`src/rtl/alu_pkg.sv`:
```
// alu_pkg: shared ALU control codes, engine FSM states and default datapath width.
package alu_pkg;
  localparam int DEF_DATA_W = 32;
  localparam logic [3:0] OP_ADD  = 4'b0000;
  localparam logic [3:0] OP_RSVD = 4'b0001;
  localparam logic [3:0] OP_SLL  = 4'b0010;
  localparam logic [3:0] OP_SRL  = 4'b0011;
  localparam logic [3:0] OP_BEQ  = 4'b0100;
  localparam logic [3:0] OP_SLT  = 4'b0101;
  localparam logic [3:0] OP_BNE  = 4'b0110;
  localparam logic [3:0] OP_MFLO = 4'b0111;
  localparam logic [3:0] OP_AND  = 4'b1000;
  localparam logic [3:0] OP_MUL  = 4'b1001;
  localparam logic [3:0] OP_OR   = 4'b1010;
  localparam logic [3:0] OP_DIV  = 4'b1011;
  localparam logic [3:0] OP_NOR  = 4'b1100;
  localparam logic [3:0] OP_MULT = 4'b1101;
  localparam logic [3:0] OP_MFHI = 4'b1110;
  localparam logic [3:0] OP_NOP  = 4'b1111;
  typedef enum logic [1:0] {IDLE, LOAD, ITER, FIX} state_e;
  function automatic logic is_iter(input logic [3:0] op);
    return op == OP_MULT || op == OP_MUL || op == OP_DIV;
  endfunction
endpackage

```
`src/rtl/alu_muldiv_seq.sv`:
```
// alu_muldiv_seq: iterative signed mult/mul/div engine on magnitudes, owning HI/LO.
module alu_muldiv_seq
  import alu_pkg::*;
#(
  parameter int W = DEF_DATA_W
) (
  input  logic         clk,
  input  logic         reset,
  input  logic         start,
  input  logic [3:0]   op,
  input  logic [W-1:0] a,
  input  logic [W-1:0] b,
  output logic         busy,
  output logic         done,
  output logic         mul_wr,
  output logic [W-1:0] mul_val,
  output logic [W-1:0] hi,
  output logic [W-1:0] lo
);
  localparam int CW = $clog2(W);
  state_e state_q, state_d;
  logic [CW-1:0] cnt_q;
  logic [3:0] op_q;
  logic [W-1:0] a_q, b_q, hi_q, lo_q, rnew, quo, rem;
  logic [2*W-1:0] acc_q, acc_d, m_next, d_next, prod;
  logic [W:0] sum;
  logic neg_q, nega_q, div0_q, last, ge;
  assign last = state_q == ITER && cnt_q == '0;
  always_comb begin
    state_d = state_q == IDLE ? (start ? LOAD : IDLE) :
              state_q == LOAD ? ITER :
              state_q == ITER ? (last ? FIX : ITER) : IDLE;
  end
  // acc holds {partial product, multiplier} for mult and {remainder, quotient} for div
  assign sum    = {1'b0, acc_q[2*W-1:W]} + {1'b0, acc_q[0] ? b_q : '0};
  assign m_next = {sum, acc_q[W-1:1]};
  assign ge     = acc_q[2*W-1:W-1] >= {1'b0, b_q};
  assign rnew   = acc_q[2*W-2:W-1] - b_q;
  assign d_next = ge ? {rnew, acc_q[W-2:0], 1'b1} : {acc_q[2*W-2:0], 1'b0};
  assign acc_d  = op_q == OP_DIV ? d_next : m_next;
  // sign fix-up folded into the last iteration so HI/LO/result are valid while in FIX
  assign prod   = neg_q ? -acc_d : acc_d;
  assign quo    = neg_q && !div0_q ? -acc_d[W-1:0] : acc_d[W-1:0];
  assign rem    = nega_q ? -acc_d[2*W-1:W] : acc_d[2*W-1:W];
  always_ff @(posedge clk) begin
    if (reset) begin
      state_q <= IDLE;
      cnt_q   <= '0;
      op_q    <= '0;
      a_q     <= '0;
      b_q     <= '0;
      acc_q   <= '0;
      neg_q   <= 1'b0;
      nega_q  <= 1'b0;
      div0_q  <= 1'b0;
      hi_q    <= '0;
      lo_q    <= '0;
    end else begin
      state_q <= state_d;
      if (state_q == IDLE && start) begin
        op_q <= op;
        a_q  <= a;
        b_q  <= b;
      end
      if (state_q == LOAD) begin
        acc_q  <= {{W{1'b0}}, (a_q[W-1] ? -a_q : a_q)};
        b_q    <= b_q[W-1] ? -b_q : b_q;
        neg_q  <= a_q[W-1] ^ b_q[W-1];
        nega_q <= a_q[W-1];
        div0_q <= b_q == '0;
        cnt_q  <= CW'(W - 1);
      end
      if (state_q == ITER) begin
        acc_q <= acc_d;
        cnt_q <= cnt_q - CW'(1);
      end
      if (last && op_q == OP_MULT) {hi_q, lo_q} <= prod;
      if (last && op_q == OP_DIV) begin
        hi_q <= rem;
        lo_q <= quo;
      end
    end
  end
  assign busy    = state_q != IDLE;
  assign done    = state_q == FIX;
  assign mul_wr  = last && op_q == OP_MUL;
  assign mul_val = prod[W-1:0];
  assign hi      = hi_q;
  assign lo      = lo_q;
endmodule

```
`src/rtl/alu_exec_unit.sv`:
```
// alu_exec_unit: EX-stage ALU executing 4-bit control codes; 1-cycle ops plus an
// iterative mult/mul/div engine with HI/LO when ALU_MULDIV_EN is defined.
module alu_exec_unit
  import alu_pkg::*;
#(
  parameter int DATA_W = DEF_DATA_W
) (
  input  logic              clk,
  input  logic              reset,
  input  logic              start,
  input  logic [3:0]        alu_ctrl,
  input  logic [DATA_W-1:0] a,
  input  logic [DATA_W-1:0] b,
  input  logic [4:0]        shamt,
  output logic              ready,
  output logic              done,
  output logic [DATA_W-1:0] result,
  output logic              branch_cond,
  output logic              ill_op
);
  logic accept, go_iter, unsup, hold, bc_val, done_q, ill_q, bc_q, eng_busy, eng_done, mul_wr;
  logic [DATA_W-1:0] result_q, alu_res, hi, lo, mul_val;
`ifdef ALU_MULDIV_EN
  assign go_iter = is_iter(alu_ctrl);
  assign unsup   = alu_ctrl == OP_RSVD;
  alu_muldiv_seq #(.W(DATA_W)) u_muldiv (
    .clk     (clk),
    .reset   (reset),
    .start   (accept && go_iter),
    .op      (alu_ctrl),
    .a       (a),
    .b       (b),
    .busy    (eng_busy),
    .done    (eng_done),
    .mul_wr  (mul_wr),
    .mul_val (mul_val),
    .hi      (hi),
    .lo      (lo)
  );
`else
  assign go_iter = 1'b0;
  assign unsup   = alu_ctrl == OP_RSVD || is_iter(alu_ctrl);
  assign {eng_busy, eng_done, mul_wr} = '0;
  assign mul_val = '0;
  assign hi      = '0;
  assign lo      = '0;
`endif
  assign ready  = !eng_busy;
  assign accept = start && ready;
  assign hold   = unsup || go_iter || alu_ctrl == OP_NOP;
  always_comb begin
    alu_res = result_q;
    bc_val  = 1'b0;
    case (alu_ctrl)
      OP_ADD:  alu_res = a + b;
      OP_BEQ:  begin alu_res = a - b; bc_val = a == b; end
      OP_BNE:  begin alu_res = a - b; bc_val = a != b; end
      OP_SLT:  alu_res = {{(DATA_W-1){1'b0}}, $signed(a) < $signed(b)};
      OP_AND:  alu_res = a & b;
      OP_OR:   alu_res = a | b;
      OP_NOR:  alu_res = ~(a | b);
      OP_SLL:  alu_res = b << shamt;
      OP_SRL:  alu_res = b >> shamt;
      OP_MFHI: alu_res = hi;
      OP_MFLO: alu_res = lo;
      default: ;
    endcase
  end
  always_ff @(posedge clk) begin
    if (reset) begin
      result_q <= '0;
      bc_q     <= 1'b0;
      done_q   <= 1'b0;
      ill_q    <= 1'b0;
    end else begin
      done_q <= accept && !go_iter;
      ill_q  <= accept && unsup;
      if (accept && !hold) result_q <= alu_res;
      else if (mul_wr) result_q <= mul_val;
      if (accept && alu_ctrl != OP_NOP) bc_q <= bc_val;
    end
  end
  assign done        = done_q || eng_done;
  assign result      = result_q;
  assign branch_cond = bc_q;
  assign ill_op      = ill_q;
endmodule

```
`config.mk`:
```
export PLATFORM = sky130hd
export DESIGN_NAME = alu_exec_unit
export DESIGN_NICKNAME = d
export VERILOG_FILES = /design/src/rtl/alu_pkg.sv /design/src/rtl/alu_muldiv_seq.sv /design/src/rtl/alu_exec_unit.sv
export SDC_FILE = /design/constraint.sdc
export NUM_CORES = 1
export LEC_CHECK = 0
export BUFFER_PORTS_ARGS = -buffer_cell sky130_fd_sc_hd__buf_4
export CAP_MARGIN = 5
export CORE_MARGIN = 2
export CORE_UTILIZATION = 25
export DETAILED_ROUTE_END_ITERATION = 12
export GPL_TIMING_DRIVEN = 0
export PLACE_DENSITY = 0.43
export SLEW_MARGIN = 5
export SYNTH_ARGS = -nofsm -noshare
export SYNTH_HDL_FRONTEND = slang
export SYNTH_SLANG_ARGS = --single-unit
```
`constraint.sdc`:
```
create_clock -name clk -period 3.55 [get_ports clk]
set_clock_uncertainty 0.2 [all_clocks]
set_input_delay 1.065 -clock clk [delete_from_list [all_inputs] [get_ports clk]]
set_output_delay 1.065 -clock clk [all_outputs]
set_load 0.05 [all_outputs]
```
==> results.cfg <==
[run_status]
status = complete, but fails checks
violations = setup timing

[final_layout]
design_area_um2 = 14500
fill_cells = 4242
final_common_cell = nor2_1
area_growth_pct = 45.0
final_util_pct = 36.6
layout.nets = 1777
most-common-layout-cells = 193 x nor2_1, 191 x buf_4, 81 x nand2_1, 74 x inv_1, 74 x a21oi_1
drive_gt1_share_pct = 38.7

[cts]
cts_buffers = 5
h-tree-depth = 2
insertion_delay_ns = 0.29
cts-root-buf = clkbuf_16
cts_hold_buf = 0
path_clk_slew_ns = 0.06
cts_tree = yes
clock_sinks = 35
clockBufferDepth = 2

[floorplanning]
die_x_um = 204
core_um2 = 39600
die_h_um = 204
boundaryPins = 112
row_count = 73
start_util_pct = 25.3
dieArea_um2 = 41700

[synthesis]
syn-cell-area_um2 = 10000
ys_warn_count = 0
synth.avg_cell_area_um2 = 7.22
synth_nets = 1561
netlist_instances = 1387
synth_top_area_share_pct = 12.1
synth_area_leaders = mux4_2 12%, ha_1 12%, nor2_1 7.8%
async_flop_share_pct = 0
ys_types = 91
synth_top_cell_by_area = mux4_2
synth_flop_cell = dfxtp_1
ys_ff_latch = 35
synth_edf_count = 0
seq_area_frac_synth_pct = 6.99

[worst_setup_path]
worst-path-buf-inv = 3
ff2ff_setup_slack_ns = 2.12
slowest_delay_ns = 0.42
path_delay_family = compound AO/OA/AOI/OAI gates
endpoint_kind = register
cp.arrival_ns = 3.68
cp_slowest_cell = fa_2
worstPathMaxFanout = 3
start_kind = input pin
worstPathRequired_ns = 3.49
crit_chain = buf_8 -> ha_4 -> fa_2 -> nor2_4 -> o221ai_4 -> a21oi_4 -> o31ai_4 -> buf_4 -> nand2_4 -> a311oi_4 -> buf_4 -> a221o_1 -> a221oi_4 -> nor3_1
criticalPathCategory = in2reg
worst_path_most_repeated_cell = buf_4

[global_route]
grt_pass1_vias = 12000
grt_max_degree = 12
grt_pass1_wl_um = 88100
overflow = 0
grt.total_usage_pct = 29.4
antenna_found_initial = 1

[routing]
viasPerCell = 6.07
vias = 12900
drt_iter0_drc = 1573
wl_um = 63800
dr.pass1.iters = 6
antenna_left = 0
remaining_drc_errors = 0
wl_per_cell_um = 30.0

[sta]
finalWorstSetupSlack_ns = -0.192
period_needed_ns = 3.74
rsz0062_at_grt = true
worst_pin_slew_ns = 0.946
maxSlewViolCount = 0
slew_headroom_pct = 36.9
max_freq_mhz = 267
finalHoldViolCount = 0
tns_ns = -0.944
fin_crit_sh_pct = 105
final-setup-viol-count = 12

[placed_design]
post-place-ws_ns = -1.72
port_buffers = 108
hpwl_um = 49500
gp_congestion = 0.980
place_area_um2 = 11500

[power]
power_density_nw_per_um2 = 247
power.total_w = 0.00358
ir_drop_v = 0.000161
p_leak_nw = 5.72

[job]
maxCapViolCount = 0

[min_path]
min_path_type = reg2reg
[synthesized netlist by cell type, drive strengths merged (10+ instances only)]
| cell | count |
|---|---|
| clkbuf | 57 |
| nor4 | 12 |
| ha | 96 |
| o22ai | 20 |
| a21o | 19 |
| nor2b | 12 |
| nand4 | 10 |
| inv | 106 |
| dfxtp | 35 |
| a211oi | 32 |
| o21bai | 20 |
| a21oi | 110 |
| o21ai | 80 |
| a31oi | 14 |
| o211ai | 22 |
| buf | 50 |
| a221oi | 30 |
| a2111oi | 13 |
| nand2 | 90 |
| xnor2 | 13 |
| nand3 | 26 |
| nor3 | 46 |
| nor2 | 208 |
| mux2 | 11 |
| mux2i | 44 |
| mux4 | 54 |
[state kept, by name, summed over array words and instances, names as in the netlist]
register	cells
result	32
ill_op	1
branch_cond	1
done	1
[where the power goes]
group	total (W)	switching, W	internal, W
sequential	0.000450	0.0000230	0.000427
combinational	0.00257	0.00157	0.00100
clock	0.000562	0.000212	0.000350
total	0.00358	0.00180	0.00178
[through the flow]
step	std cells	hold slack, ns
detailed placement	2021	0.256
global route	2129	0.299
floorplan	1387	0.466
global placement	2020	0.250
CTS	2071	0.267
finish	2130	0.262
[worst register-to-register path: cells and delay by family (launching register included)]
family	cells	cell delay, ns
AND/OR/NAND/NOR	4	0.73
flip-flops	1	0.36
AO/OA/AOI/OAI	1	0.09
[worst paths after layout]
check             cells past startpoint    endpoint      start
setup / recovery                     14  result[18]       b[0]
hold / removal                        2   result[3]  result[3]
setup reg to reg                      5   result[0]  result[0]
hold reg to reg                       2   result[3]  result[3]
[repair_timing]
item,in CTS,in global routing
hold endpoints to repair,0,0
setup buffers,46,66
pin swaps,64,89
setup endpoints to repair,33,32
gates resized for setup,300,209
[final cells by class]
class	instances	area, µm²	share of cell area [%]
Multi-Input combinational cell	1138	9980	68.7
Clock buffer	6	139	0.956
Timing Repair Buffer	217	1900	13.1
Sequential cell	35	701	4.83
Buffer	99	633	4.36
Clock inverter	2	35.0	0.241
Inverter	107	473	3.26
Antenna cell	1	2.50	0.0172
Tap cell	525	657	4.52
[kinds of logic (layout without fill, tap and decap cells)]
logic type | Yosys count | in the layout | synth area share (%)
adders and majority gates | 98 | 98 | 12.4
and+or+nand+nor | 457 | 457 | 20.7
muxes | 109 | 109 | 17.8
DFF | 35 | 35 | 6.99
AOI/OAI and AO/OA | 458 | 458 | 31.8
other | 1 | 2 | 0.0374
buffers and inverters | 214 | 431 | 8.97
xor gates and xnor gates | 15 | 15 | 1.31
[layer usage]
metal	GRT usage [%]	part of all wire (%)
met3	4.85	8.8
met5	0	0
met2	45.2	44
met4	10.5	3.9
met1	41.2	44
Note: power is estimated with default switching activity, not from simulation.
